### config.mk
export PLATFORM = sky130hd
export DESIGN_NAME = seg_scan_decoder
export DESIGN_NICKNAME = d
export VERILOG_FILES = /design/src/rtl/seg_scan_decoder.sv
export SDC_FILE = /design/constraint.sdc
export NUM_CORES = 1
export LEC_CHECK = 0
export BUFFER_PORTS_ARGS = -buffer_cell sky130_fd_sc_hd__buf_2
export CORE_MARGIN = 5
export CORE_UTILIZATION = 41
export DETAILED_ROUTE_END_ITERATION = 10
export HOLD_SLACK_MARGIN = 0.12
export SYNTH_ARGS = -nofsm -noshare
export SYNTH_HDL_FRONTEND = slang
export SYNTH_SLANG_ARGS = --single-unit
export TNS_END_PERCENT = 50
### constraint.sdc
create_clock -name clk -period 6.7 [get_ports clk]
set_input_delay 0.67 -clock clk [delete_from_list [all_inputs] [get_ports clk]]
set_output_delay 0.67 -clock clk [all_outputs]
set_load 0.02 [all_outputs]
### src/rtl/seg_scan_decoder.sv
// Recovers hex digits from a multiplexed, active-low 7-segment scan and publishes whole frames.
// Latency: a frame appears one edge after its last digit is captured; no backpressure, valid is a single pulse.
module seg_scan_decoder #(
  parameter int STABLE_CYCLES = 16
) (
  input  logic        clk,
  input  logic        rst,
  input  logic [7:0]  SEG,
  input  logic [7:0]  AN,
  output logic [31:0] value,
  output logic [7:0]  dp,
  output logic        valid,
  output logic        frame_err,
  output logic [15:0] frame_cnt
);

  localparam logic [7:0] CNT_MAX = 8'(STABLE_CYCLES);
  localparam logic [7:0] CNT_CAP = 8'(STABLE_CYCLES - 2);

  logic [7:0]  prev_seg;
  logic [7:0]  prev_an;
  logic [7:0]  cnt;
  logic [7:0]  cnt_nxt;
  logic [31:0] shadow;
  logic [7:0]  shadow_dp;
  logic [7:0]  mask;
  logic [7:0]  mask_nxt;
  logic        err;
  logic        err_nxt;
  logic [7:0]  an_sel;
  logic        an_ok;
  logic        same;
  logic        capture;
  logic        publish;
  logic [2:0]  digit;
  logic [3:0]  glyph_nib;
  logic        glyph_ok;

  assign an_sel  = ~AN;
  assign an_ok   = (an_sel != 8'd0) && ((an_sel & (an_sel - 8'd1)) == 8'd0);
  assign same    = ({AN, SEG} == {prev_an, prev_seg});
  assign capture = an_ok && same && (cnt == CNT_CAP);
  assign publish = (mask == 8'hFF);

  always_comb begin
    digit = 3'd0;
    for (int i = 0; i < 8; i++) begin
      if (an_sel[i]) digit = 3'(i);
    end
  end

  always_comb begin
    glyph_ok  = 1'b1;
    glyph_nib = 4'h0;
    case (SEG[6:0])
      7'h40: glyph_nib = 4'h0;
      7'h79: glyph_nib = 4'h1;
      7'h24: glyph_nib = 4'h2;
      7'h30: glyph_nib = 4'h3;
      7'h19: glyph_nib = 4'h4;
      7'h12: glyph_nib = 4'h5;
      7'h02: glyph_nib = 4'h6;
      7'h78: glyph_nib = 4'h7;
      7'h00: glyph_nib = 4'h8;
      7'h10: glyph_nib = 4'h9;
      7'h08: glyph_nib = 4'hA;
      7'h03: glyph_nib = 4'hB;
      7'h46: glyph_nib = 4'hC;
      7'h21: glyph_nib = 4'hD;
      7'h06: glyph_nib = 4'hE;
      7'h0E: glyph_nib = 4'hF;
      default: glyph_ok = 1'b0;
    endcase
  end

  always_comb begin
    cnt_nxt = 8'd0;
    if (an_ok && same) cnt_nxt = (cnt == CNT_MAX) ? cnt : cnt + 8'd1;
  end

  // Publishing clears the frame first so a same-edge capture lands in the new frame.
  always_comb begin
    mask_nxt = publish ? 8'd0 : mask;
    err_nxt  = publish ? 1'b0 : err;
    if (capture) begin
      mask_nxt = mask_nxt | (8'd1 << digit);
      err_nxt  = err_nxt | ~glyph_ok;
    end
  end

  always_ff @(posedge clk or negedge rst) begin
    if (!rst) begin
      prev_seg  <= 8'hFF;
      prev_an   <= 8'hFF;
      cnt       <= 8'd0;
      shadow    <= 32'd0;
      shadow_dp <= 8'd0;
      mask      <= 8'd0;
      err       <= 1'b0;
      value     <= 32'd0;
      dp        <= 8'd0;
      valid     <= 1'b0;
      frame_err <= 1'b0;
      frame_cnt <= 16'd0;
    end else begin
      prev_seg <= SEG;
      prev_an  <= AN;
      cnt      <= cnt_nxt;
      mask     <= mask_nxt;
      err      <= err_nxt;
      valid    <= publish;
      if (publish) begin
        value     <= shadow;
        dp        <= shadow_dp;
        frame_err <= err;
        frame_cnt <= frame_cnt + 16'd1;
      end
      if (capture) begin
        shadow[{digit, 2'b00} +: 4] <= glyph_ok ? glyph_nib : 4'h0;
        shadow_dp[digit]            <= ~SEG[7];
      end
    end
  end

endmodule

# After elaboration in Yosys (flattened, before gate mapping)
# Index checks and enable logic that the tools add are counted.
# totals
latchBits	0
ram_bits	0
register_bits	131
memories	0
out_inout_bits	58
romBits	0
elab_cells	75
input_bits	18
# op_classes
shift	3
eq_ne	20
muxes	20
add_sub_neg	4
n_reduce_logical	8
magnitude_cmp	2
n_mul	0
bitwise_logic	6
div	0
# ops
operator	count
4-bit one-hot mux with 15 select lines	1
32-bit bitwise mux	1
8-bit 2-to-1 mux	4
4-bit by 7-bit variable shift with 32-bit output, first input constant	1
4-bit by 7-bit indexed part select with 32-bit output	1
7-bit == test, second input constant	4
7-bit by 5-bit == test with 1-bit output, second input constant	3
7-bit by 6-bit == test with 1-bit output, second input constant	3
16-bit by 1-bit adder with 16-bit output, second input constant	1
16-bit == test	1
16-bit OR reduction	1
3-bit 2-to-1 mux	5
7-bit by 2-bit == test with 1-bit output, second input constant	2
7-bit by 4-bit == test with 1-bit output, second input constant	2
8-bit by 1-bit adder with 8-bit output, second input constant	1
8-bit bitwise AND	1
8-bit bitwise mux	1
8-bit by 4-bit == test with 1-bit output, second input constant	1
8-bit by 5-bit == test with 1-bit output, second input constant	1
8-bit == test, second input constant	1
8-bit logical NOT	1
8-bit inverter	1
8-bit OR	1
8-bit nonzero test	1
15 further kinds	23

# Depth between registers and ports, before layout
# Gate-level depths: netlist (run 1).
# logic_depth
ltp_word	13
ltp_mapped	11
ltp_nobuf	10

# Worst setup path after synthesis (run 1)
# Ideal clock, no wire load.
# synth_timing
path_type	input -> register
start	input port AN[2]
end	register shadow[16]
setup_time_ps	125
t_required_ps	6575
path_stages	10
setup_slack_ps	3480
arrival_ps	3095
n_path_buf	1
path_cell_list	clkbuf_1 > nor2b_1 > o211a_1 > nor2_1 > ha_1 > ha_1 > nor4b_1 > nand4_1 > a2111oi_4 > mux2_2
# synth_between
elab_chain_len	10
word_cells_on_any_way	19
classes_between	add/sub: 2; eq/ne: 1; shift: 2; mux: 7; bitwise: 2; reduce/logical: 5
# synth_lines
item	line	source
start: declaration	9	input logic [7:0] AN,
8-bit inverter	39	assign an_sel = ~AN;
2-bit 2-to-1 mux	48	if (an_sel[i]) digit = 3'(i);
3-bit 2-to-1 mux (5 in a row)	48	
5-bit negation with 7-bit output	119	shadow[{digit, 2'b00} +: 4] <= glyph_ok ? glyph_nib : 4'h0;
4-bit by 7-bit indexed part select with 32-bit output / 4-bit by 7-bit variable shift with 32-bit output (equally long branches)	119	
32-bit bitwise mux	119	
end signal: indexed assignment	119	
end: declaration	24	logic [31:0] shadow;
# Several ways; a longest one is shown, not always the timed one.
# A chain may end at the register's enable or synchronous reset.

# Worst setup path in the final report (run 1)
# layout_timing
start	input port AN[3]
end	register shadow[8]
# layout_between
elab_chain_len	9
word_cells_on_any_way	18
classes_between	add/sub: 2; eq/ne: 1; shift: 2; mux: 6; bitwise: 2; reduce/logical: 5
# layout_lines
item	line
8-bit inverter	39
3-bit 2-to-1 mux (5 in a row)	48
5-bit negation with 7-bit output	119
4-bit by 7-bit indexed part select with 32-bit output / 4-bit by 7-bit variable shift with 32-bit output (equally long branches)	119
32-bit bitwise mux	119
# Several ways; a longest one is shown, not always the timed one.

==> impl_metrics.toml, run 1 <==
[setup_path]
start_kind = "input port"
r2r_setup_slack_ps = 3890
rr_startpoint = "cnt[0]$_DFFE_PN0P_"
worstPathRequired_ps = 7000
timing.rr.end = "shadow[0]$_DFFE_PN0P_"
crit_type = "in -> reg"
reg2regPathDepth = 7
end_kind = "register"
startpoint = "AN[3]"
arrival_ps = 3560
path_max_fanout = 10

[global_route]
grt_start_max_net_pins = 79
antenna_found_initial = 0
overflow = 0
grt_pass1_wl_microns = 23450
grt_use_total_pct = 16.15
grt_pass1_vias = 4638

[detailed_routing]
drt_first_pass_iters = 5
drc_errors = 0
drtIter0Drc = 214
antenna_left = 0
wl_per_cell_microns = 15.84
viasPerCell = 5.320
vias = 4634
routed_wl_microns = 13790

[power_and_ir_drop]
power_frac_comb_pct = 4.6
p_clk_share_pct = 50.4
internal_power_mw = 1.377
p_leak_nw = 3.474
switchingPower_mw = 0.4053
ir_drop_v = 0.0001632
power_density_mw_per_mm2 = 241.9
p_sw_share_pct = 22.73
total_power_mw = 1.783
sequentialPowerShare_pct = 45.0

[cells_and_area]
final-seq-area_sq_mm = 0.003298
antenna_cells = 0
nFillCells = 1406
drive_above_1_share_pct = 22.40
syn2layout_area_growth_pct = 17.00
layout_common_cells = "nand2_1, dfrtp_1, buf_2, o21ai_0, inv_1"
multi_input_area_sq_mm = 0.002730
final_nets = 699

[clock_network]
hold_buffers = 0
clk_pin_slew_ps = 60
clk_latency_ps = 410
cts_resized = 0
cts_setup_buffers = 0
clock_sinks = 131
cts-root-buf = "clkbuf_16"
ctsLongestPathBuffers = 2
cts_tree = "built"
cts_buffers = 17
cts_max_level = 4

[placement]
place_ws_ps = 3085
gp_congestion = 0.8243
portBuffers = 75
hpwl_microns = 9976

[floorplan]
dieHeight_microns = 134.0
core-area_sq_mm = 0.01515
start_util_pct = 41.59
die_width_microns = 134.0
rows = 45
pin_count = 76
die_area_sq_mm = 0.01794

[sta]
tns_ps = 0
finalClockSkew_ps = 5.507
relSlewSlack_pct = 21.09
fin_crit_ps = 3262
fin_crit_sh_pct = 48.69
setup_slack_ps = 3438
rsz0062_at_grt = "false"
worstMarginPinSlew_ps = 1178
fmax_ghz = 0.3065
holdWs_ps = 375.5
hold_viol = 0
setup_violations = 0
maxSlewViolCount = 0

[logic_synthesis]
synth-main-ff-cell = "dfrtp_1"
avgSynthCellArea_sq_um = 10.38
async_flop_share_pct = 100.0
yosysTopAreaCell = "dfrtp_1"
ys.warnings.count = 0
synth_top_area_share_pct = 45.68
synthTopCellsByArea = "dfrtp_1, nand2_1, dfstp_2, mux2i_1, a2111oi_4"
synth_nets = 635
synth.distinct_cells = 58
yosys_register_bits = 131
synth_edf_count = 0
synth_seq_area_share_pct = 52.35
syn_area_sq_mm = 0.006300
syn_inst = 607

[outcome]
outcome = "completed"

[job]
drv_cap = 0

[hold_path]
hp-class = "in -> async"
[cell families after synthesis]
logic type                 count (synthesis)  share of synthesized area, %
muxes                                     42                         7.011
buffers and inverters                     69                         4.310
DFF                                      131                         52.35
AOI/OAI and AO/OA                         91                         11.64
xor gates and xnor gates                  37                         5.144
adders and majority gates                 10                         1.986
and+or+nand+nor                          227                         17.56
[per-layer routing]
metal | track usage [%] | routed length (microns)
met4 | 4.971 | 174
met1 | 21.64 | 6450
met2 | 25.86 | 6566
met3 | 4.201 | 602
met5 | 0 | 0
[synthesized netlist by cell type (all sizes together), types with 2 or more instances]
| master | n |
|---|---|
| o21a | 2 |
| xnor2 | 13 |
| and4 | 3 |
| nand2b | 2 |
| nand4b | 4 |
| or2 | 6 |
| inv | 37 |
| mux2 | 17 |
| a22oi | 2 |
| nor3 | 10 |
| xor2 | 24 |
| nor4 | 11 |
| or4 | 3 |
| mux2i | 25 |
| or3 | 4 |
| dfrtp | 115 |
| nand2 | 115 |
| nor2b | 4 |
| nor4b | 2 |
| nand3 | 14 |
| nor3b | 2 |
| o211a | 2 |
| ha | 10 |
| and2 | 3 |
| clkbuf | 24 |
| nor2 | 20 |
| o21ai | 47 |
| dfstp | 16 |
| o2111ai | 7 |
| nand4 | 16 |
| buf | 8 |
| and3 | 4 |
| a2111oi | 10 |
| a21oi | 7 |
| o211ai | 5 |
[state kept, by name, indices dropped and copies added (netlist names)]
register / count
frame_cnt: 16
prev_seg: 8
err: 1
valid: 1
shadow_dp: 8
frame_err: 1
dp: 8
value: 32
shadow: 32
prev_an: 8
cnt: 8
mask: 8
[worst max-delay path, cell delays in order]
cell and delay [ps]:
buf_2 160, and2_1 220, o21bai_1 310, inv_1 120, ha_1 240, ha_1 220
a31oi_1 560, nand4_1 260, a2111oi_4 400, mux2_2 390
[worst max-delay path by stage]
| stage | endpoint | slack [ps] |
|---|---|---|
| 2_1_floorplan | shadow[16]$_DFFE_PN0P_ | 3480 |
| 3_3_place_gp | shadow[24]$_DFFE_PN0P_ | 3290 |
| 3_5_place_dp | shadow[8]$_DFFE_PN0P_ | 3090 |
| 4_1_cts | shadow[8]$_DFFE_PN0P_ | 3510 |
| 5_1_grt | shadow[8]$_DFFE_PN0P_ | 3250 |
| 6_report | shadow[8]$_DFFE_PN0P_ | 3440 |
[area by class of cell]
| cell class | instances | area share (%) |
|---|---|---|
| multi-input cells | 407 | 37.04 |
| inverters | 37 | 1.884 |
| repair buffers | 77 | 5.330 |
| well taps | 188 | 3.191 |
| clock buffers | 19 | 6.009 |
| clock inverters | 12 | 1.799 |
| flip-flops and latches | 131 | 44.75 |
[through the flow]
step,area [sq um],instances,utilization (%)
4_1_cts,7371,871,48.67
5_1_grt,7371,871,48.67
2_1_floorplan,6300,607,-
3_3_place_gp,6795,840,44.87
6_report,7371,871,48.67
3_5_place_dp,6795,840,44.87
[power by group through the flow]
| stage | registers (mW) | logic [mW] | clock network [mW] |
|---|---|---|---|
| after floorplan | 0.816 | 0.0464 | 0 |
| after global placement | 0.816 | 0.0796 | 0 |
| after detailed placement | 0.816 | 0.0828 | 0 |
| after CTS | 0.803 | 0.0830 | 0.917 |
| after global routing | 0.803 | 0.0929 | 0.952 |
| final | 0.803 | 0.0816 | 0.898 |
No activity file was read; power rests on OpenSTA's default activity.
==> inputs of run 2 (changes only) <==
==> constraint.sdc (replaced) <==
create_clock -name clk -period 3.2 [get_ports clk]
set_input_delay 0.32 -clock clk [delete_from_list [all_inputs] [get_ports clk]]
set_output_delay 0.32 -clock clk [all_outputs]
set_load 0.02 [all_outputs]
==> run 2 against run 1 <==
Effect of this change:
- register-to-register slack lost 3500 ps
- die area is the same
- final area grew 3.9%
- count of clock-buffer cells in the layout is the same
- routed wire length grew 2.3%
- cell count grew 3.3%
- setup slack lost 3300 ps
- clock power grew 100%
- utilization grew 1.9 points
- critical endpoint is now shadow[27]$_DFFE_PN0P_
==> impl_metrics.toml, run 2 (synthesis results as in run 1) <==
[cells_and_area]
drive_above_1_share_pct = 24.44
syn2layout_area_growth_pct = 21.59
antenna_cells = 0
final_nets = 728
top_regs = "shadow x32, value x32, frame_cnt x16"
layout_common_cells = "nand2_1, dfrtp_1, buf_2, o21ai_0, inv_1"
utilization_pct = 50.57
nFillCells = 1380

[floorplan]
rows = 45
dieHeight_microns = 134.0
pin_count = 76
die_area_sq_mm = 0.01794
start_util_pct = 41.59
die_width_microns = 134.0
core-area_sq_mm = 0.01515

[clock_network]
cts_max_level = 4
clock_sinks = 131
clk_latency_ps = 420
cts-root-buf = "clkbuf_16"
cts_tree = "built"
cts_buffers = 17
clk_pin_slew_ps = 60
ctsLongestPathBuffers = 2

[power_and_ir_drop]
switchingPower_mw = 0.8482
total_power_mw = 3.692
power_frac_comb_pct = 5.3
p_leak_nw = 3.602
p_sw_share_pct = 22.97
ir_drop_v = 0.0003292
p_clk_share_pct = 49.1
internal_power_mw = 2.844
power_density_mw_per_mm2 = 482.0
sequentialPowerShare_pct = 45.5

[detailed_routing]
wl_per_cell_microns = 15.67
antenna_left = 0
viasPerCell = 5.267
drt_first_pass_iters = 7
drtIter0Drc = 240
vias = 4740
drc_errors = 0
routed_wl_microns = 14110

[sta]
hold_viol = 0
fin_crit_ps = 3105
finalClockSkew_ps = 9.378
worstMarginPinSlew_ps = 1025
fmax_ghz = 0.3221
maxSlewViolCount = 0
relSlewSlack_pct = 31.68
setup_violations = 0
fin_crit_sh_pct = 97.02
setup_slack_ps = 95.45

[global_route]
grt.busiest_layer = "met2"
grt_pass1_vias = 4636
grt_use_total_pct = 16.42
overflow = 0
antenna_found_initial = 0
grt_start_max_net_pins = 83
use_met2_pct = 26.39
gr-usage-met3_pct = 4.426
grt_util_met1_pct = 21.77
grt_pass1_wl_microns = 23470

[hold_path]
holdPathEnd = "prev_an[1]$_DFF_PN1_"
hp-class = "in -> reg"
hold_path_depth = 2
worstHoldStart = "AN[1]"

[setup_path]
slowest_stage = "dlygate4sd3_1"
crit_type = "in -> reg"
worstPathRequired_ps = 3500
max_stage_delay_ps = 530
end_kind = "register"
path_cells = "dlygate4sd3_1 > clkbuf_4 > nand2_1 > o211a_1 > nor2_1 > ha_2 > ha_4 > inv_1 > nor4_2 > nand4_1 > a2111oi_4 > mux2_2"
reg2regPathDepth = 7
arrival_ps = 3410
start_kind = "input port"
path_max_fanout = 9
timing.rr.end = "shadow[0]$_DFFE_PN0P_"
rr_startpoint = "cnt[0]$_DFFE_PN0P_"
r2r_setup_slack_ps = 410

[placement]
portBuffers = 75
gp_congestion = 0.8472
place_ws_ps = 35.50
hpwl_microns = 10150

[job]
drv_cap = 0

[outcome]
outcome = "completed"
==> run 2: how the worst max path moves through the flow <==
stage,slack [ps],start,cells past startpoint,endpoint
CTS,40,AN[5],12,shadow[24]$_DFFE_PN0P_
global placement,180,AN[3],11,shadow[24]$_DFFE_PN0P_
floorplan,330,AN[2],10,shadow[16]$_DFFE_PN0P_
detailed placement,40,AN[3],11,shadow[27]$_DFFE_PN0P_
finish,100,AN[5],12,shadow[27]$_DFFE_PN0P_
global route,-20,AN[5],12,shadow[27]$_DFFE_PN0P_
==> run 2: layer usage <==
metal,vias to the layer above,part of all wire [%]
met5,-,0
met4,0,1.5
met1,2328,46
li1,2291,-
met3,19,3.8
met2,102,49
==> run 2: metrics by stage <==
step                      hold slack, ps  instances  setup TNS [ps]  area, sq um
after global placement             457.1        852               0         6885
after CTS                          175.3        899               0         7605
after detailed placement           456.3        852               0         6885
after floorplan                    24.41        607               0         6300
after global routing               184.7        900          -57.04         7660
final                              199.5        900               0         7660
==> run 2: worst max-delay path: cells and delay by family <==
kind	cells	cell delay, ps
AOI/OAI and AO/OA	2	750
adders and majority gates	2	410
buffers and inverters	3	780
muxes	1	390
and+or+nand+nor	4	750
==> run 2: power groups by stage <==
stage               clock [mW]  sequential [mW]  combinational [mW]
floorplan                    0             1.71              0.0972
global placement             0             1.71               0.172
detailed placement           0             1.71               0.177
CTS                       1.86             1.68               0.192
global route              1.94             1.68               0.223
finish                    1.81             1.68               0.197
==> run 2: timing repair <==
action | 4_1_cts | 5_1_grt
endpoints found under the setup margin | 0 | 20
setup buffers | 0 | 1
hold buffers | 16 | 0
resized for setup | 0 | 8
hold endpoints to repair | 20 | 0
==> run 2: cell type report <==
class	instances	area [sq um]	share of cell area, %
Clock buffer	19	452.9	5.913
Clock inverter	12	106.4	1.388
Inverter	37	138.9	1.813
Multi-Input combinational cell	407	2775	36.23
Sequential cell	131	3298	43.06
Tap cell	188	235.2	3.071
Timing Repair Buffer	106	653.1	8.527
==> inputs of run 3 (changes only) <==
--- a/config.mk
+++ b/config.mk
@@ -10,6 +10,7 @@
 export CORE_UTILIZATION = 41
 export DETAILED_ROUTE_END_ITERATION = 10
 export HOLD_SLACK_MARGIN = 0.12
+export MAX_ROUTING_LAYER = met4
 export SYNTH_ARGS = -nofsm -noshare
 export SYNTH_HDL_FRONTEND = slang
 export SYNTH_SLANG_ARGS = --single-unit
==> run 3 against run 2 <==
Effect of this change:
- sequential share of layout area decreased by 0.063 points
- routed wire length fell by 0.69%
- power rose by 0.38%
- combinational power about the same
- worst hold slack gained 17 ps
==> impl_metrics.toml, run 3 (synthesis results as in run 1) <==
[clock_network]
clk_pin_slew_ps = 60
cts_buffers = 17
ctsLongestPathBuffers = 2
cts-root-buf = "clkbuf_16"
clock_sinks = 131
cts_tree = "built"
clk_latency_ps = 410
cts_max_level = 4

[cells_and_area]
drive_above_1_share_pct = 24.23
utilization_pct = 50.65
final_nets = 725
nFillCells = 1372
antenna_cells = 0
final_cells = 898
syn2layout_area_growth_pct = 21.77
layout_common_cells = "nand2_1, dfrtp_1, buf_2, o21ai_0, inv_1"
top_regs = "shadow x32, value x32, frame_cnt x16"

[power_and_ir_drop]
power_frac_comb_pct = 5.3
sequentialPowerShare_pct = 45.3
ir_drop_v = 0.0003733
p_clk_share_pct = 49.4
switchingPower_mw = 0.8663
internal_power_mw = 2.840
power_density_mw_per_mm2 = 483.1
p_leak_nw = 3.602
p_sw_share_pct = 23.37

[detailed_routing]
antenna_left = 0
viasPerCell = 5.182
drc_errors = 0
routed_wl_microns = 14010
vias = 4653
wl_per_cell_microns = 15.60
drtIter0Drc = 172
drt_first_pass_iters = 4

[global_route]
antenna_found_initial = 0
grt_pass1_wl_microns = 23500
grt_start_max_net_pins = 68
overflow = 0
grt_use_total_pct = 16.65
grt_pass1_vias = 4690

[sta]
fin_crit_ps = 3096
finalClockSkew_ps = 6.702
fin_crit_sh_pct = 96.74
hold_viol = 0
worstMarginPinSlew_ps = 969.9
fmax_ghz = 0.3230
relSlewSlack_pct = 35.27
setup_violations = 0
maxSlewViolCount = 0

[setup_path]
r2r_setup_slack_ps = 370
reg2regPathDepth = 7
cp_num_buf_inv = 3
end_kind = "register"
slowest_stage = "dlygate4sd3_1"
path_max_fanout = 6
crit_type = "in -> reg"
path_delay_family = "buffers and inverters"
cp.depth = 12
arrival_ps = 3390
path_cells = "dlygate4sd3_1 > buf_2 > nand2b_4 > o211a_1 > nor2_2 > ha_2 > ha_4 > inv_1 > nor4_2 > nand4_1 > a2111oi_4 > mux2_2"
worstPathRequired_ps = 3500
max_stage_delay_ps = 520
start_kind = "input port"

[job]
drv_cap = 0

[floorplan]
die_width_microns = 134.0
pin_count = 76
die_area_sq_mm = 0.01794
rows = 45
core-area_sq_mm = 0.01515
start_util_pct = 41.59
dieHeight_microns = 134.0

[outcome]
outcome = "completed"

[hold_path]
hold_path_depth = 2
hp-class = "in -> reg"

[placement]
portBuffers = 75
place_inst = 849
gp_congestion = 0.8302
hpwl_microns = 10170
run 3: layout make-up:
| cell class | instances | area (sq um) | area share [%] |
|---|---|---|---|
| clock buffers | 19 | 442.9 | 5.774 |
| clock inverters | 13 | 123.9 | 1.615 |
| inverters | 37 | 138.9 | 1.810 |
| multi-input cells | 407 | 2786 | 36.32 |
| flip-flops and latches | 131 | 3298 | 42.99 |
| well taps | 188 | 235.2 | 3.066 |
| repair buffers | 103 | 645.6 | 8.416 |
run 3: metrics by stage:
stage / area, sq um / setup WS [ps] / power [mW] / TNS, ps / hold slack (ps)
floorplan: 6300 / 330.1 / 1.806 / 0 / 24.41
global placement: 6875 / 191.6 / 1.882 / 0 / 454.5
detailed placement: 6875 / 93.57 / 1.886 / 0 / 456.9
CTS: 7602 / 77.81 / 3.747 / 0 / 181.8
global route: 7671 / -5.593 / 3.846 / -11.27 / 202.5
finish: 7671 / 104.3 / 3.706 / 0 / 216.1
run 3: path summary, 6_finish.rpt:
kind,from,to
max in group asynchronous,rst,value[20]$_DFFE_PN0P_
hold / removal,AN[1],prev_an[1]$_DFF_PN1_
hold reg to reg,shadow[8]$_DFFE_PN0P_,value[8]$_DFFE_PN0P_
setup reg to reg,cnt[0]$_DFFE_PN0P_,shadow[3]$_DFFE_PN0P_
setup / recovery,AN[4],shadow[26]$_DFFE_PN0P_
min in group asynchronous,rst,value[19]$_DFFE_PN0P_
run 3: what timing repair did:
item                                   CTS  global route
setup endpoints to repair                0            23
resized for setup                        0            12
endpoints found under the hold margin   64             0
hold buffers                            16             0
buffers inserted                         0             1
run 3: power by group through the flow:
stage                     Sequential, mW  Clock, mW  Combinational, mW
after global placement              1.71          0              0.172
after global routing                1.68       1.94              0.222
after detailed placement            1.71          0              0.177
final                               1.68       1.83              0.196
after CTS                           1.68       1.87              0.192
after floorplan                     1.71          0             0.0972
run 3: worst reg2reg max path: cells and delay by family, from the launching register on:
family | cells | cell delay (ps)
simple gates | 3 | 1290
flops | 1 | 430
mux | 1 | 370
compound gates | 1 | 350
fa+ha+maj | 1 | 150
buf+inv | 1 | 120
run 3: per-layer routing:
layer	GRT usage (%)	up-vias	wire length (microns)	share of wire [%]
met4	3.943	0	134	0.96
met5	-	-	0	0
met1	22.09	2275	6610	47
met3	3.788	12	526	3.8
li1	-	2291	-	-
met2	26.22	75	6738	48
